`config.mk`:
```
export PLATFORM = sky130hd
export DESIGN_NAME = counter_mod
export DESIGN_NICKNAME = d
export VERILOG_FILES = /design/src/rtl/counter_mod.sv
export SDC_FILE = /design/constraint.sdc
export NUM_CORES = 1
export LEC_CHECK = 0
export ABC_CLOCK_PERIOD_IN_PS = 3400
export CAP_MARGIN = 20
export CELL_PAD_IN_SITES_DETAIL_PLACEMENT = 1
export CELL_PAD_IN_SITES_GLOBAL_PLACEMENT = 1
export CORE_ASPECT_RATIO = 1.1
export CORE_MARGIN = 4
export CORE_UTILIZATION = 38
export CTS_CLUSTER_SIZE = 40
export DETAILED_ROUTE_END_ITERATION = 8
export PLACE_DENSITY_LB_ADDON = 0.08
export REMOVE_ABC_BUFFERS = 1
export SLEW_MARGIN = 15
export SYNTH_ARGS = -nofsm -noshare
export SYNTH_HDL_FRONTEND = slang
export SYNTH_SLANG_ARGS = --single-unit
```
`constraint.sdc`:
```
create_clock -name Clock -period 3.4 [get_ports Clock]
set_input_delay 0.34 -clock Clock [delete_from_list [all_inputs] [get_ports Clock]]
set_output_delay 0.34 -clock Clock [all_outputs]
set_load 0.02 [all_outputs]
```
`src/rtl/counter_mod.sv`:
```
// Modulo up/down counter with sync clear/load priority and a terminal-count flag.
// Latency: Q updates on the edge that samples the enables; Cout is combinational unless COUNTER_MOD_TC_REG_EN.
// Backpressure: none; Clk_En globally stalls the counter, Cnt_En gates counting only.
module counter_mod #(
    parameter int    lpm_width     = 16,
    parameter int    lpm_modulus   = 0,
    parameter string lpm_direction = "UNUSED"
) (
    input  logic                 Clock,
    input  logic                 Aclr_n,
    input  logic                 Clk_En,
    input  logic                 Cnt_En,
    input  logic                 UpDown,
    input  logic                 Sclr,
    input  logic                 Sload,
    input  logic [lpm_width-1:0] Data,
    output logic [lpm_width-1:0] Q,
    output logic                 Cout
);

    // Highest reachable count; modulus 0 means the full binary range.
    localparam logic [lpm_width-1:0] MAX_VAL =
        (lpm_modulus == 0) ? {lpm_width{1'b1}} : lpm_width'(lpm_modulus - 1);
    localparam bit FIX_UP   = (lpm_direction == "UP");
    localparam bit FIX_DOWN = (lpm_direction == "DOWN");

    logic                 count_up;
    logic                 at_term;
    logic                 tc_event;
    logic [lpm_width-1:0] load_val;
    logic [lpm_width-1:0] next_cnt;

    // Direction comes from the parameter when fixed, otherwise from UpDown on this edge.
    always_comb begin
        count_up = UpDown;
        if (FIX_UP) begin
            count_up = 1'b1;
        end else if (FIX_DOWN) begin
            count_up = 1'b0;
        end
    end

    // Terminal detection, wrap-aware next count, and load clamping.
    always_comb begin
        at_term  = count_up ? (Q == MAX_VAL) : (Q == '0);
        tc_event = Clk_En & Cnt_En & ~Sclr & ~Sload & at_term;
        load_val = (Data > MAX_VAL) ? MAX_VAL : Data;
        if (count_up) begin
            next_cnt = at_term ? '0 : Q + lpm_width'(1);
        end else begin
            next_cnt = at_term ? MAX_VAL : Q - lpm_width'(1);
        end
    end

    // Count register: clear beats load beats count, all gated by Clk_En.
    always_ff @(posedge Clock or negedge Aclr_n) begin
        if (!Aclr_n) begin
            Q <= '0;
        end else if (Clk_En) begin
            if (Sclr) begin
                Q <= '0;
            end else if (Sload) begin
                Q <= load_val;
            end else if (Cnt_En) begin
                Q <= next_cnt;
            end
        end
    end

`ifdef COUNTER_MOD_TC_REG_EN
    logic cout_q;

    // Registered flag: high for the single cycle that starts at the wrap edge.
    always_ff @(posedge Clock or negedge Aclr_n) begin
        if (!Aclr_n) begin
            cout_q <= 1'b0;
        end else begin
            cout_q <= tc_event;
        end
    end

    assign Cout = cout_q;
`else
    // Combinational flag, high in the cycle before the wrap; masked during reset
    // because Q=0 is terminal when counting down.
    assign Cout = tc_event & Aclr_n;
`endif

endmodule

```
* Word-level counts from Yosys, hierarchy flattened
Index checks and enable logic that the tools add are counted.
** Word-level totals
- Register bits :: 16
- Input port bits :: 23
- Output and inout port bits :: 17
- Word-level logic and storage cells :: 23
** Operators by class
- Add/sub/neg operators :: 2
- Order comparisons :: 1
- Eq/ne operators :: 1
- Multiplexer cells :: 8
- Bitwise gates (word level) :: 7
- Reduce and logical (&&, ||, !) cells :: 3
** Operator list (number)
- $mux 16 :: 7
- $add 16x1->16 const B :: 1
- $eq 16x16->1 const B :: 1
- $gt 16x16->1 const B :: 1
- $logic_not 16->1 :: 1
- $sub 16x1->16 const B :: 1
- $and 1x1->1 :: 5
- $reduce_bool 3->1 :: 1
- $not 1->1 :: 2
- $reduce_and 2->1 :: 1
- $mux 1 :: 1

* Logic depth before layout (Yosys ltp)
- Word-level depth :: 7
- Depth in mapped cells :: 7
- Mapped depth without buffers :: 7

* Worst setup path after synthesis
OpenSTA, ideal clock, no wires.
- Path type :: reg2out
- From :: reg Q[8]
- To :: out Cout
- Arrival time :: 1.988 ns
- Data required time :: 3.060 ns
- Path slack :: 1.072 ns
- Cell stages (with the launch flop) :: 6
- Buffers on the path :: 1
- Cell sequence :: dfrtp_1 > clkbuf_1 > nand3_1 > nor4_1 > nand3_1 > a21oi_1
** On the way
- Cells in the longest elaborated chain, start to end :: 4
- Elaborated cells between the ends (all ways) :: 5
- Those cells by class :: eq/ne (1); mux (1); bitwise (2); reduce/logical (1)
** Ends and longest elaborated chain
- start, declared :: line 17 : output logic [lpm_width-1:0] Q,
- start signal, assigned :: line 63 : Q <= load_val;
- start signal, assigned :: line 65 : Q <= next_cnt;
- $eq 16x16->1 or $logic_not 16->1 (tied branches) :: line 45 : at_term = count_up ? (Q == MAX_VAL) : (Q == '0);
- $mux 1 (*) :: line 45
- $and 1x1->1 (*) :: line 46 : tc_event = Clk_En & Cnt_En & ~Sclr & ~Sload & at_term;
- $and 1x1->1 (*) :: line 86 : assign Cout = tc_event & Aclr_n;
- end, declared :: line 18 : output logic Cout
Every way passes the cells marked *; elsewhere a longest branch is shown, timed or not.

* Worst setup path in the final report
- From :: reg Q[5]
- To :: out Cout
The elaborated chain is that of the path after synthesis.

==> metrics.txt <==
WP data arrival=2.92 ns; min cycle time layout=3.26 ns; xor/xnor share of the synthesized area=0.0592; 1st-iter DRT viols=110; Relative slew margins=0.496; die height=76.6 microns; Crit Path Class=reg -> out; CTS tree=built; cell with the most instances after synthesis=clkbuf_1; Synth Area in Compound Gates=0.301; clock group share of total power=0.211; pre-CTS WS=0.486 ns; Comb power frac=0.426; met2 wire len=3.02 mm; # nets final=267; Synth cell types=44; Multi-input gate area=1100 sq um; asr flop ratio synth=1.00; largest family of logic cells by synthesized area=compound AO/OA/AOI/OAI gates; post-CTS setup buffers=0; Remaining DRCs=0; cts repair resizes=0; largest net degree at the start of global routing=27; routability cong.=0.895; fmax=307 MHz; Adder-Cell Fraction of Synth Area=0.0231; DIE AREA=5390 sq um; worst-path maximum fanout=14; status=complete, no violations; synthesized area=1630 sq um; Clk Latency, worst-skew pair=0.26 ns; post-synthesis simple-gate area fraction=0.268; H-Tree Depth=1; clk slew on worst S/H paths=0.07 ns; met3 WL post-DR=320 microns; Global Route Usage Sum=0.231; total wire length=6.05 mm; vias in the first global route=2000; RSZ-0062 raised after global routing=false; biggest regs=Q (16); Biggest register=Q; layout cell share with drive strength beyond 1=0.0711; core area=4050 sq um; ant diodes=0; maximum vdd ir drop=0.000138 V; DR vias/cell=6.59; Power Density=353 nW/um^2; antenna-violating nets left=0; Chip Width=70.4 microns; LEAKAGE=0.747 nW; Clock Skews=0.00449 ns; Psw=0.302 mW; CTS Hold Bufs=0; average wire per standard cell=20.8 microns; Flop pwr share=0.363; fin crit share=0.958; Yosys top cell by area=dfrtp_1; Top Metal Used=met4; fillers=514; Hold Crit Class=in -> async; register area=400 sq um; Worst setup SP type=flip-flop; IO buf count=39; Rows=24; final setup fails=0; clock sinks=16; Num CTS Buffers=3; max-cap viol count=0; top cell type's share of synthesized area=0.246; Setup crit end kind=primary output; max reg flops=16; register area share after synthesis=0.246; setup TNS=0 ns; Clock Path Buffers=2; Slew @ Worst Pin=0.746 ns; Yosys reg bits=16; cell area after placement=2030 sq um; Cells after Synth=214; Synth Flop Type=dfrtp_1; fin. max-slew vios=0; Layout Cell Area excl Fill=2080 sq um; Post-synth EDFFs=0; cell-internal power=0.432 mW; Overflow after GRT=0; Synth top cells by count=19 x clkbuf_1, 17 x a21oi_1, 16 x dfrtp_1, 16 x nor2_1, 14 x nor4_1; Synth warnings=0; Final Hold Fails=0; synthesis-to-finish area growth=27.8%; multiplexer area fraction after synthesis=0.0192; DP HPWL=4.36 mm; min setup slack post-route=0.144 ns; M1 wire length=2.59 mm; Top-Level Pins=40; first-pass GRT wire length=10.1 mm; DR pass1 iterations=4; Area contributors post-synth=dfrtp_1 25%, nor4_1 5.4%, a21oi_1 5.2%; DR vias=1917; Net Sw Frac=0.411; Initial Util=0.401; average size of a mapped cell=7.60 sq um; initial antenna violation count=0; Req. time, crit path=3.06 ns; clock root cell=clkbuf_8
metrics by stage:
stage | power, mW | std cells | utilization | hold slack, ns
floorplan | 0.433 | 190 | - | 0.0444
global placement | 0.566 | 288 | 0.501 | 0.667
detailed placement | 0.576 | 288 | 0.501 | 0.691
CTS | 0.733 | 291 | 0.511 | 0.502
global route | 0.780 | 291 | 0.513 | 0.523
finish | 0.733 | 291 | 0.513 | 0.501
power groups by stage:
| stage | logic, mW | clock network [mW] | registers [mW] |
|---|---|---|---|
| 2_1_floorplan | 0.153 | 0 | 0.280 |
| 3_3_place_gp | 0.301 | 0 | 0.265 |
| 3_5_place_dp | 0.307 | 0 | 0.269 |
| 4_1_cts | 0.311 | 0.157 | 0.265 |
| 5_1_grt | 0.339 | 0.167 | 0.274 |
| 6_report | 0.312 | 0.155 | 0.266 |
layer usage:
metal	track usage	up-vias
li1	-	881
met1	0.294	961
met2	0.388	62
met3	0.0396	13
met4	0.0785	0
met5	0	-
placed cells by master, fill, tap and decap left out, types with 2 or more instances in the layout:
cell,count
a41oi_1,3
or4_1,3
clkbuf_8,3
nor2_1,16
nand3_1,12
a311oi_1,4
inv_1,7
mux2i_1,2
a21oi_1,17
ha_1,3
xnor2_1,5
o21ai_0,7
a22oi_1,7
clkdlybuf4s50_1,39
a32oi_1,2
o211ai_1,3
a221o_1,3
nor3_1,8
and3_1,3
and2_1,2
nand2_1,13
xor2_1,6
nand4_1,3
buf_4,7
or3_1,3
a221oi_1,9
o31ai_1,3
dfrtp_1,16
nor4_1,14
kinds of logic after synthesis:
kind of cell,Yosys count
compound gates,67
xor+xnor,11
simple gates,83
fa+ha+maj,3
mux,3
buf+inv,31
flops,16
layout make-up:
type / count / share of cell area
Timing Repair Buffer: 46 / 0.213
Tap cell: 52 / 0.0313
Inverter: 7 / 0.0126
Sequential cell: 16 / 0.193
Clock buffer: 3 / 0.0199
Multi-Input combinational cell: 167 / 0.530
final timing paths:
| check | startpoint | to | slack, ns | cells after the start |
|---|---|---|---|---|
| worst max-delay path | Q[5] | Cout | 0.14 | 5 |
| worst min-delay path | Aclr_n | Q[10] | 0.50 | 2 |
| worst max register to register | Q[5] | Q[0] | 0.76 | 5 |
| worst min register to register | Q[1] | Q[1] | 0.71 | 2 |
| max in group asynchronous | Aclr_n | Q[5] | 2.70 | 2 |
| min in group Clock | Data[6] | Q[6] | 0.70 | 3 |
critical path, stage by stage (launching register included):
cell and delay (ns):
dfrtp_1 0.52, nor4_1 0.67, nand4_1 0.35, nand2b_1 0.29
a21oi_1 0.20, clkdlybuf4s50_1 0.64
Note: power is estimated with default switching activity, not from simulation.
==> variant 1: new RTL, same settings <==
Register the output `Q` once more, without a reset; this adds one clock of latency there. The other outputs are not delayed to match. Comments in the files are not updated.
--- a/src/rtl/counter_mod.sv
+++ b/src/rtl/counter_mod.sv
@@ -24,6 +24,8 @@
     localparam bit FIX_UP   = (lpm_direction == "UP");
     localparam bit FIX_DOWN = (lpm_direction == "DOWN");
 
+    logic [lpm_width-1:0] Q_s0;
+
     logic                 count_up;
     logic                 at_term;
     logic                 tc_event;
@@ -42,27 +44,27 @@
 
     // Terminal detection, wrap-aware next count, and load clamping.
     always_comb begin
-        at_term  = count_up ? (Q == MAX_VAL) : (Q == '0);
+        at_term  = count_up ? (Q_s0 == MAX_VAL) : (Q_s0 == '0);
         tc_event = Clk_En & Cnt_En & ~Sclr & ~Sload & at_term;
         load_val = (Data > MAX_VAL) ? MAX_VAL : Data;
         if (count_up) begin
-            next_cnt = at_term ? '0 : Q + lpm_width'(1);
+            next_cnt = at_term ? '0 : Q_s0 + lpm_width'(1);
         end else begin
-            next_cnt = at_term ? MAX_VAL : Q - lpm_width'(1);
+            next_cnt = at_term ? MAX_VAL : Q_s0 - lpm_width'(1);
         end
     end
 
     // Count register: clear beats load beats count, all gated by Clk_En.
     always_ff @(posedge Clock or negedge Aclr_n) begin
         if (!Aclr_n) begin
-            Q <= '0;
+            Q_s0 <= '0;
         end else if (Clk_En) begin
             if (Sclr) begin
-                Q <= '0;
+                Q_s0 <= '0;
             end else if (Sload) begin
-                Q <= load_val;
+                Q_s0 <= load_val;
             end else if (Cnt_En) begin
-                Q <= next_cnt;
+                Q_s0 <= next_cnt;
             end
         end
     end
@@ -86,5 +88,9 @@
     assign Cout = tc_event & Aclr_n;
 `endif
 
+    always_ff @(posedge Clock) begin
+        Q <= Q_s0;
+    end
+
 endmodule
 
Behaviour: not the same (a bounded check fails within 4 cycles, from zero or initial values).
==> variant 1 against the unedited design <==
Via count increased by 4.2%. Synthesized area increased by 20%. Sequential cell count up 16. Clock power rose by 110%. Critical path depth increased by 2. Utilization down 1.4 points. Global-route usage fell by 2.2 points. Synthesized cell count increased by 7.5%. Total power up 54%. Worst setup slack better by 0.15 ns. Cell area grew 20%. Wire length increased by 4.3%. Largest power group is now sequential cells.
==> variant 1: results <==
[run_status]
status = complete, no violations

[routing]
drt-initial-drc-count = 129
via_per_inst = 6.20
drt_first_pass_iters = 5
wl_um = 6310

[synth]
synthArstFlopShare = 0.500
ys_seq_area_frac = 0.370
synth_compound_area_frac = 0.251
synthAdderAreaFrac = 0.0193
synthMuxAreaShare = 0.0161
synthFlopType = dfxtp_1
netlist_top_cells_area = dfrtp_1 (21%), dfxtp_1 (16%), nor4_1 (4.5%), a21oi_1 (4.4%), a221oi_1 (4.0%)
synthXorXnorAreaFrac = 0.0495
synth_cell_type_count = 45
synth_commonest_cells = clkbuf_1 (19), a21oi_1 (17), dfrtp_1 (16), dfxtp_1 (16), nor2_1 (16)
syn_area_per_cell_um2 = 8.46

[place]
gp_congestion = 0.847
placedInstanceArea_um2 = 2390
dp.cells = 314
place_ws_ns = 0.582
hpwl_um = 4330

[cts]
clock_latency_ns = 0.29
numCtsBuffers = 5
cts_resized = 0
htree_levels = 2
path_clk_slew_ns = 0.07

[global_routing]
use_met3 = 0.0358
grt_pass1_wl_um = 10700
grt_use_met2 = 0.339
first_global_vias = 1988
use_met1 = 0.285
grt_max_degree = 27
gr-usage-all-layers = 0.209

[power_and_ir_drop]
power_clock_uw = 330
p_leak_uw = 0.000929
clkPwrFrac = 0.293
p_seq_frac = 0.425
ir_drop_mv = 0.222
p_sw_uw = 374

[worst_hold_path]
hold_class = input port to asynchronous set/reset pin

[sta]
clock_skew_ns = 0.00986
tightest_slew_ns = 0.820

[worst_setup_path]
cp_top_family = buffers and inverters
crit_arrival_ns = 2.76
max_stage_delay_ns = 0.64
crit_path_max_fanout = 7
slowest_stage = clkdlybuf4s50_1

[cells_and_area]
final_cells = 322
reg.largest.list = Q (16), Q_s0 (16)
layout-drive-gt1-share = 0.0947
fillers = 596
layout.nets = 289
[variant 1: path summary, 6_finish.rpt]
kind | slack (ns) | from | cells after the start | end
min reg2reg | 0.51 | Q_s0[14] | 0 | Q[14]
max | 0.30 | Q_s0[0] | 7 | Cout
min | 0.47 | Aclr_n | 2 | Q_s0[3]
max reg2reg | 0.75 | Q_s0[5] | 5 | Q_s0[5]
max in group asynchronous | 2.73 | Aclr_n | 2 | Q_s0[4]
min in group Clock | 0.51 | Q_s0[14] | 0 | Q[14]
[variant 1: area by class of cell]
cell class	count	area (um^2)	share of cell area
flip-flops and latches	32	721	0.289
clock buffers	8	100	0.0401
repair buffers	50	473	0.190
multi-input cells	167	1100	0.442
inverters	7	26.3	0.0105
well taps	58	72.6	0.0291
[variant 1: metal layers]
metal | share of wire | vias to the layer above | wire length (um)
li1 | - | 945 | -
met1 | 0.46 | 963 | 2880
met2 | 0.47 | 76 | 2970
met3 | 0.056 | 13 | 352
met4 | 0.016 | 0 | 103
met5 | 0 | - | 0
==> variant 2: new RTL, config.mk and constraints unchanged <==
Made on the original files. The parameter `lpm_width` goes from 16 to 32.
--- a/src/rtl/counter_mod.sv
+++ b/src/rtl/counter_mod.sv
@@ -2,7 +2,7 @@
 // Latency: Q updates on the edge that samples the enables; Cout is combinational unless COUNTER_MOD_TC_REG_EN.
 // Backpressure: none; Clk_En globally stalls the counter, Cnt_En gates counting only.
 module counter_mod #(
-    parameter int    lpm_width     = 16,
+    parameter int    lpm_width     = 32,
     parameter int    lpm_modulus   = 0,
     parameter string lpm_direction = "UNUSED"
 ) (
Interface: changed (resized Data and Q); port bits go from 40 to 72. The function was not compared with the original's and may differ.
==> variant 2 against the unedited design <==
Worst hold slack improved by 0.091 ns. Total power increased by 120%. Utilization decreased by 0.22 points. Sequential power increased by 97%. Sequential cell count increased by 16. Wire length increased by 120%. Combinational power increased by 140%. Worst setup slack improved by 0.38 ns. Cell area increased by 110%. Clock skew increased by 0.0035 ns. Synthesized area increased by 100%. Critical path depth increased by 2. Register-to-register slack got worse by 0.17 ns.
==> variant 2: results <==
[place]
hpwl_um = 10100
placedInstanceArea_um2 = 4190
gp_congestion = 0.908
portBuffers = 71

[synth]
ys_seq_area_frac = 0.244
synthFlopType = dfrtp_1
ys_warn_count = 0
synthArstFlopShare = 1.00
synth_commonest_cells = nand2_1 (38), dfrtp_1 (32), nor3_1 (31)
netlist_top_cells_area = dfrtp_1 (24%), xnor2_1 (7.2%), nor3_1 (4.7%), nand2_1 (4.3%), xor2_1 (4.0%)
synth_cell_type_count = 62

[cts]
numCtsBuffers = 5
clock_latency_ns = 0.29
clock-root-buffer = clkbuf_8
path_clk_slew_ns = 0.08
htree_levels = 2
postCtsSetupBuffers = 0
clockBufferDepth = 2

[routing]
drt_first_pass_iters = 4
drt-initial-drc-count = 283
drc = 0
wl_um = 13500
routed-via-count = 3829

[global_routing]
grt_pass1_wl_um = 22100
first_global_vias = 4019
antenna_found_initial = 0
gr-usage-all-layers = 0.266
grt_max_degree = 33

[cells_and_area]
fillers = 1068
layout.nets = 536
layout-drive-gt1-share = 0.115
diodes = 0
reg.largest.list = Q (32)

[worst_setup_path]
r2r_slack_ns = 0.59
r2r_start = Q[0]
rr_worst_depth = 9
r2r-end = Q[18]
crit_path_max_fanout = 8
crit_arrival_ns = 2.54

[run_status]
status = complete, no violations

[sta]
clock_skew_ns = 0.00803
relSlewSlack = 0.549
slew_viol_final = 0

[worst_hold_path]
hold_depth = 3
hold_class = input port to flop
hold_end = Q[8]
worst_hold_startpoint = Data[8]

[power_and_ir_drop]
p_leak_uw = 0.00163
internal-power_uw = 920
ir_drop_mv = 0.204
variant 2: changes by cell type after synthesis, sizes merged, moves of 11 or more:
cell / before / now
o21ai: 7 / 23
nand2: 13 / 38
nand4: 3 / 16
nand3: 12 / 23
buf: 5 / 19
nor3: 8 / 32
dfrtp: 16 / 32
xnor2: 5 / 27
variant 2: how the worst max path moves through the flow:
stage | from | end | slack (ns) | depth (start not counted)
floorplan | Sclr | Q[21] | 0.17 | 4
global placement | Q[1] | Cout | 0.42 | 7
detailed placement | Q[1] | Cout | 0.31 | 7
CTS | Q[1] | Cout | 0.08 | 7
global route | Q[1] | Cout | 0.35 | 7
finish | Q[1] | Cout | 0.52 | 7
variant 2: area by class of cell:
type / instances / area share
Multi-Input combinational cell: 345 / 0.531
Timing Repair Buffer: 103 / 0.222
Sequential cell: 32 / 0.187
Tap cell: 111 / 0.0324
Clock buffer: 8 / 0.0210
Inverter: 7 / 0.00612
variant 2: timing repair:
item	in CTS	in global routing
setup endpoints to repair	1	1
cloned	0	0
hold buffers	0	0
hold endpoints to repair	0	0
resized for setup	1	2
variant 2: cell families (layout without fill, tap and decap cells):
family / Yosys count / count (layout) / synth area share
flops: 32 / 32 / 0.244
simple gates: 187 / 187 / 0.324
buf+inv: 51 / 118 / 0.0678
xor+xnor: 42 / 42 / 0.112
mux: 4 / 4 / 0.0129
compound gates: 109 / 109 / 0.228
fa+ha+maj: 3 / 3 / 0.0114
variant 2: per-layer routing:
layer	wire, um	vias up	global-route usage
met1	5810	1914	0.339
met3	686	38	0.0437
met4	525	0	0.119
met5	0	-	0
met2	6480	144	0.441
li1	-	1733	-
variant 2: power by group through the flow:
stage / sequential, uW / combinational (uW) / clock, uW
2_1_floorplan: 589 / 328 / 0
5_1_grt: 535 / 798 / 352
4_1_cts: 521 / 734 / 332
3_3_place_gp: 524 / 718 / 0
6_report: 524 / 735 / 324
3_5_place_dp: 528 / 730 / 0
variant 2: metrics by stage:
step                      power, uW  hold WS (ns)  instances   util  setup slack [ns]
after floorplan                 917        0.0444        384      -             0.172
after global placement         1240         0.656        598  0.499             0.416
after detailed placement       1260         0.660        598  0.499             0.314
after CTS                      1590         0.591        606  0.510            0.0765
after global routing           1680         0.606        606  0.510             0.349
final                          1580         0.592        606  0.510             0.521
variant 2: critical path, stage by stage, from the launching register on:
cell	delay, ns
dfrtp_2	0.44
ha_1	0.23
nand3_1	0.16
or3_4	0.48
nor4_4	0.36
or2_1	0.16
and3_1	0.18
dlymetal6s2s_1	0.24
